==> config.mk <==
export PLATFORM = sky130hd
export DESIGN_NAME = fir_rom_mac
export DESIGN_NICKNAME = d
export VERILOG_FILES = /design/src/rtl/fir_rom_mac.sv
export SDC_FILE = /design/constraint.sdc
export NUM_CORES = 2
export LEC_CHECK = 0
export ABC_AREA = 1
export BUFFER_PORTS_ARGS = -buffer_cell sky130_fd_sc_hd__buf_2
export CAP_MARGIN = 20
export CORE_ASPECT_RATIO = 0.8
export CORE_MARGIN = 10
export CORE_UTILIZATION = 50
export DETAILED_ROUTE_END_ITERATION = 7
export PLACE_DENSITY = 0.72
export SLEW_MARGIN = 10
export SYNTH_ARGS = -nofsm -noshare
export SYNTH_HDL_FRONTEND = slang
export SYNTH_SLANG_ARGS = --single-unit
==> constraint.sdc <==
create_clock -name clock -period 10.75 [get_ports clock]
set_input_delay 0.5375 -clock clock [delete_from_list [all_inputs] [get_ports clock]]
set_output_delay 0.5375 -clock clock [all_outputs]
set_load 0.01 [all_outputs]
==> src/rtl/fir_rom_mac.sv <==
// fir_rom_mac: sequential-MAC FIR engine that reads its coefficients from an external ROM.
//   Accepts one signed sample per sample_valid/sample_ready handshake and shifts it into a
//   TAPS-deep delay line. It then walks ROM addresses 0..TAPS-1, one per clock, and
//   accumulates rom_q * x[k]. Each input sample produces one output, rounded half up and
//   saturated to OUT_W bits.
// Ports:
//   clock, reset_n          rising-edge clock, asynchronous active-low reset
//   sample_in/valid/ready   input sample handshake; ready is high only while IDLE
//   rom_address, rom_q      registered ROM address; data returns ROM_LATENCY edges later
//   out_data, out_valid     registered result, held between results; valid is a 1-cycle pulse
module fir_rom_mac #(
  parameter int DATA_W      = 16,
  parameter int COEF_W      = 16,
  parameter int TAPS        = 64,
  parameter int ADDR_W      = 7,
  parameter int ROM_LATENCY = 1,
  parameter int ACC_W       = 40,
  parameter int OUT_SHIFT   = 15,
  parameter int OUT_W       = 16
) (
  input  logic                     clock,
  input  logic                     reset_n,
  input  logic signed [DATA_W-1:0] sample_in,
  input  logic                     sample_valid,
  output logic                     sample_ready,
  output logic [ADDR_W-1:0]        rom_address,
  input  logic signed [COEF_W-1:0] rom_q,
  output logic signed [OUT_W-1:0]  out_data,
  output logic                     out_valid
);
  // Two spare bits keep the counter from wrapping before TAPS+ROM_LATENCY.
  localparam int CNT_W  = ADDR_W + 2;
  localparam int IDX_W  = (TAPS > 1) ? $clog2(TAPS) : 1;
  localparam int PROD_W = DATA_W + COEF_W;
  localparam logic [CNT_W-1:0] LAT      = CNT_W'(ROM_LATENCY);
  localparam logic [CNT_W-1:0] TAPS_C   = CNT_W'(TAPS);
  localparam logic [CNT_W-1:0] MAC_END  = CNT_W'(TAPS + ROM_LATENCY);
  localparam logic [CNT_W-1:0] LAST_CNT = CNT_W'(TAPS + ROM_LATENCY - 1);
  localparam logic signed [ACC_W:0] RND     = (ACC_W+1)'(1) <<< (OUT_SHIFT - 1);
  localparam logic signed [ACC_W:0] SAT_MAX = (ACC_W+1)'((1 << (OUT_W - 1)) - 1);
  localparam logic signed [ACC_W:0] SAT_MIN = ~SAT_MAX;

  typedef enum logic [1:0] {S_IDLE, S_RUN, S_DONE} state_t;

  state_t                    r_state, w_state_nxt;
  logic signed [DATA_W-1:0]  r_x [TAPS];
  logic signed [ACC_W-1:0]   r_acc;
  logic [CNT_W-1:0]          r_cnt;
  logic [ADDR_W-1:0]         r_addr;
  logic signed [OUT_W-1:0]   r_out;
  logic                      r_out_valid;

  logic                      w_accept;
  logic                      w_mac_en;
  logic [CNT_W-1:0]          w_cnt_nxt;
  logic [IDX_W-1:0]          w_idx;
  logic signed [PROD_W-1:0]  w_prod;
  logic signed [ACC_W-1:0]   w_prod_ext;
  logic signed [ACC_W:0]     w_rnd;
  logic signed [ACC_W:0]     w_shift;
  logic signed [OUT_W-1:0]   w_sat;

  // State register
  always_ff @(posedge clock or negedge reset_n) begin
    if (!reset_n) r_state <= S_IDLE;
    else          r_state <= w_state_nxt;
  end

  // Next-state logic
  always_comb begin
    w_state_nxt = r_state;
    case (r_state)
      S_IDLE:  if (sample_valid) w_state_nxt = S_RUN;
      S_RUN:   if (r_cnt == LAST_CNT) w_state_nxt = S_DONE;
      S_DONE:  w_state_nxt = S_IDLE;
      default: w_state_nxt = S_IDLE;
    endcase
  end

  // Output / control decode
  always_comb begin
    sample_ready = (r_state == S_IDLE);
    w_accept     = sample_ready & sample_valid;
    // rom_q for address k arrives when cnt == k + ROM_LATENCY.
    w_mac_en     = (r_state == S_RUN) && (r_cnt >= LAT) && (r_cnt < MAC_END);
  end

  assign w_cnt_nxt  = r_cnt + CNT_W'(1);
  assign w_idx      = IDX_W'(r_cnt - LAT);
  assign w_prod     = rom_q * r_x[w_idx];
  assign w_prod_ext = {{(ACC_W-PROD_W){w_prod[PROD_W-1]}}, w_prod};

  // Round half up, arithmetic shift, then clamp to the output range.
  assign w_rnd   = {r_acc[ACC_W-1], r_acc} + RND;
  assign w_shift = w_rnd >>> OUT_SHIFT;
  always_comb begin
    w_sat = w_shift[OUT_W-1:0];
    if (w_shift > SAT_MAX)      w_sat = SAT_MAX[OUT_W-1:0];
    else if (w_shift < SAT_MIN) w_sat = SAT_MIN[OUT_W-1:0];
  end

  // Datapath
  always_ff @(posedge clock or negedge reset_n) begin
    if (!reset_n) begin
      for (int k = 0; k < TAPS; k++) r_x[k] <= '0;
      r_acc       <= '0;
      r_cnt       <= '0;
      r_addr      <= '0;
      r_out       <= '0;
      r_out_valid <= 1'b0;
    end else begin
      r_out_valid <= 1'b0;
      case (r_state)
        S_IDLE: if (w_accept) begin
          for (int k = TAPS-1; k > 0; k--) r_x[k] <= r_x[k-1];
          r_x[0] <= sample_in;
          r_acc  <= '0;
          r_cnt  <= '0;
          r_addr <= '0;
        end
        S_RUN: begin
          r_cnt  <= w_cnt_nxt;
          // Address follows the counter but parks at 0 once all taps are issued.
          r_addr <= (w_cnt_nxt < TAPS_C) ? w_cnt_nxt[ADDR_W-1:0] : '0;
          if (w_mac_en) r_acc <= r_acc + w_prod_ext;
        end
        S_DONE: begin
          r_out       <= w_sat;
          r_out_valid <= 1'b1;
          r_addr      <= '0;
        end
        default: r_addr <= '0;
      endcase
    end
  end

  assign rom_address = r_addr;
  assign out_data    = r_out;
  assign out_valid   = r_out_valid;
endmodule
==> results.yml <==
setup_path:
  rr_worst_depth: 35
  path_class: "register to register"
  r2r_slack_ns: 1.09
  cp-end-kind: "register"
  crit_fanout: 138
  r2r-start: "r_cnt[0]"
  cp_slowest_cell: "fa_1"
  cp.required_ns: 11.35
  crit_top_cell: "inv_1"
  start_kind: "register"
  crit_path_max_incr_delay_ns: 0.71
  arrival_ns: 10.26
  r2r_end: "r_acc[37]"
detailed_routing:
  viasPerCell: 5.50
  vias: 51600
  ant_nets: 0
  wl_mm: 165
  first_pass_iters: 6
  drc: 0
  routedWlPerCell_um: 17.6
  drtIter0Drc: 5594
global_routing:
  grt_pass1_vias: 49900
  grt-ovfl-total: 0
  grtUsageTotal: 0.232
  grt_pass1_wl_mm: 272
  grt_max_degree: 342
  antenna_found_initial: 0
worst_hold_path:
  hp-class: "input pin to register"
  hold_start: "sample_in[0]"
  hold_end: "r_x[1008]"
  hold_depth: 3
yosys:
  yosysTopAreaCellShare: 0.431
  yosys-top-cells-count: "o21ai_0 (1541), nand2_1 (1436), inv_1 (1260)"
  synth_most_common_cell: "o21ai_0"
  synth_area_mm2: 0.0638
  avgSynthCellArea_um2: 8.10
  ys_types: 51
  postSynthCellCount: 7876
  synth.largest_area_cell: "dfrtp_1"
  ys_seq_elements: 1099
  synth-edff-count: 0
  synthesis.nets: 8360
  synth_warnings: 0
  ys_seq_area_frac: 0.431
  synthFlopType: "dfrtp_1"
  async_flop_share: 1.00
  synth_area_leaders: "dfrtp_1 (43%), o21ai_0 (12%), fa_1 (10%), nand2_1 (8.5%), inv_1 (7.4%)"
cts:
  numCtsBuffers: 106
  htree_levels: 3
  clkTransAtPathRegs_ns: 0.06
  cts-root-buf: "clkbuf_16"
  cts_buffer_depth: 3
  cts.sinks: 1099
  cts_tree: "yes"
  worstSkewPairLatency_ns: 0.75
layout:
  nFillCells: 11600
  layout.nets: 8116
  drive_gt1_frac: 0.0468
  syn2layout_area_growth_pct: 7.52
status:
  status: "finished, final reports clean"
floorplan:
  num_rows: 117
  io_pins: 60
  dieArea_mm2: 0.142
  die-width_um: 419
  start_util: 0.502
  core_area_mm2: 0.127
  die-height_um: 339
place:
  io_buffers: 59
  globalplace.congestion: 0.967
  post-place-ws_ns: 1.30
  post-dp-hpwl_mm: 106
timing:
  timing.final.ws_setup_ns: 1.09
  rsz0062_at_grt: "false"
  slew_headroom: 0.0977
  tns_ns: 0
  setup_violations: 0
  finalCritPeriodShare: 0.898
  fin_skew_ns: 0.0368
  clock.fmax_mhz: 104
  slew_violations: 0
  tightestPinTransition_ns: 1.35
  min_period_ns: 9.66
  report.final.hold_viol_count: 0
run:
  maxCapViolations: 0
==> critical path, delay by kind of cell (launching register included) <==
| family | cells | cell delay (ns) |
|---|---|---|
| and+or+nand+nor | 7 | 0.96 |
| buffers and inverters | 11 | 2.20 |
| AOI/OAI and AO/OA | 9 | 1.35 |
| DFF | 1 | 0.66 |
| adders and majority gates | 8 | 4.15 |
==> area by class of cell <==
class	count	area, um^2	share of cell area
diodes	2	5.00	0.0000730
clock buffers	144	3050	0.0445
clock inverters	48	686	0.0100
inverters	1280	4840	0.0706
multi-input cells	5013	29200	0.426
flip-flops and latches	1099	27500	0.401
well taps	1666	2080	0.0304
repair buffers	132	1170	0.0170
==> layer usage <==
layer,wire (um),track usage
met5,206,0
met2,71400,0.341
met1,76800,0.346
met4,3250,0.0541
met3,13700,0.0543
==> cells in the final DEF (no fill, tap or decap), drive strengths merged, types with 3 or more instances in the layout <==
| cell type | synthesis | final |
|---|---|---|
| a21boi | 3 | 3 |
| a21o | 6 | 6 |
| a21oi | 555 | 555 |
| a22o | 5 | 5 |
| a31oi | 4 | 4 |
| buf | 242 | 123 |
| bufinv | 0 | 13 |
| clkbuf | 242 | 144 |
| clkinv | 7 | 34 |
| clkinvlp | 0 | 3 |
| dfrtp | 1099 | 1099 |
| dlygate4sd3 | 0 | 9 |
| fa | 331 | 331 |
| ha | 118 | 118 |
| inv | 1273 | 1278 |
| nand2 | 1454 | 1454 |
| nand3 | 575 | 575 |
| nand3b | 3 | 3 |
| nand4 | 11 | 11 |
| nor2 | 283 | 283 |
| nor3 | 17 | 17 |
| o21ai | 1592 | 1592 |
| o22ai | 6 | 6 |
| xnor2 | 12 | 12 |
| xor2 | 21 | 21 |
==> flip-flops by register name (all words and copies together) (netlist names) <==
register / flops
out_data: 16
r_x: 1024
r_state: 2
r_acc: 40
r_cnt: 9
rom_address: 7
out_valid: 1
==> timing repair <==
item,in CTS,in global routing
setup endpoints to repair,0,0
hold endpoints to repair,118,0
hold buffers,9,0
buffers inserted,0,0
gates resized for setup,0,0
==> stage by stage <==
step	utilization	cell area [um^2]	std cells	hold slack [ns]
4_1_cts	0.539	68400	9378	0.0546
5_1_grt	0.540	68500	9382	0.0636
6_report	0.540	68600	9384	0.0731
2_1_floorplan	-	63800	7876	0.242
3_3_place_gp	0.509	64600	9177	0.465
3_5_place_dp	0.509	64600	9177	0.473
==> cells by family (layout without fill, tap and decap cells) <==
family	Yosys count	count (layout)	synth area share
compound gates	2181	2181	0.173
xor+xnor	33	33	0.00465
fa+ha+maj	449	449	0.127
buf+inv	1764	1604	0.111
flops	1099	1099	0.431
other cells	0	2	0
simple gates	2350	2350	0.153
==> worst max path at each step <==
| stage | start | end | slack, ns | cells after the start |
|---|---|---|---|---|
| floorplan | r_cnt[0] | r_acc[39] | 3.01 | 41 |
| global route | r_cnt[0] | r_acc[37] | 0.55 | 35 |
| detailed placement | r_cnt[0] | r_acc[37] | 1.30 | 35 |
| finish | r_cnt[0] | r_acc[37] | 1.09 | 35 |
| CTS | r_cnt[0] | r_acc[37] | 1.27 | 35 |
| global placement | r_cnt[0] | r_acc[39] | 1.38 | 35 |
Power is left out: the tool's default activity adds up to more than one toggle a clock period on the data nets, which glitch-free logic cannot reach.
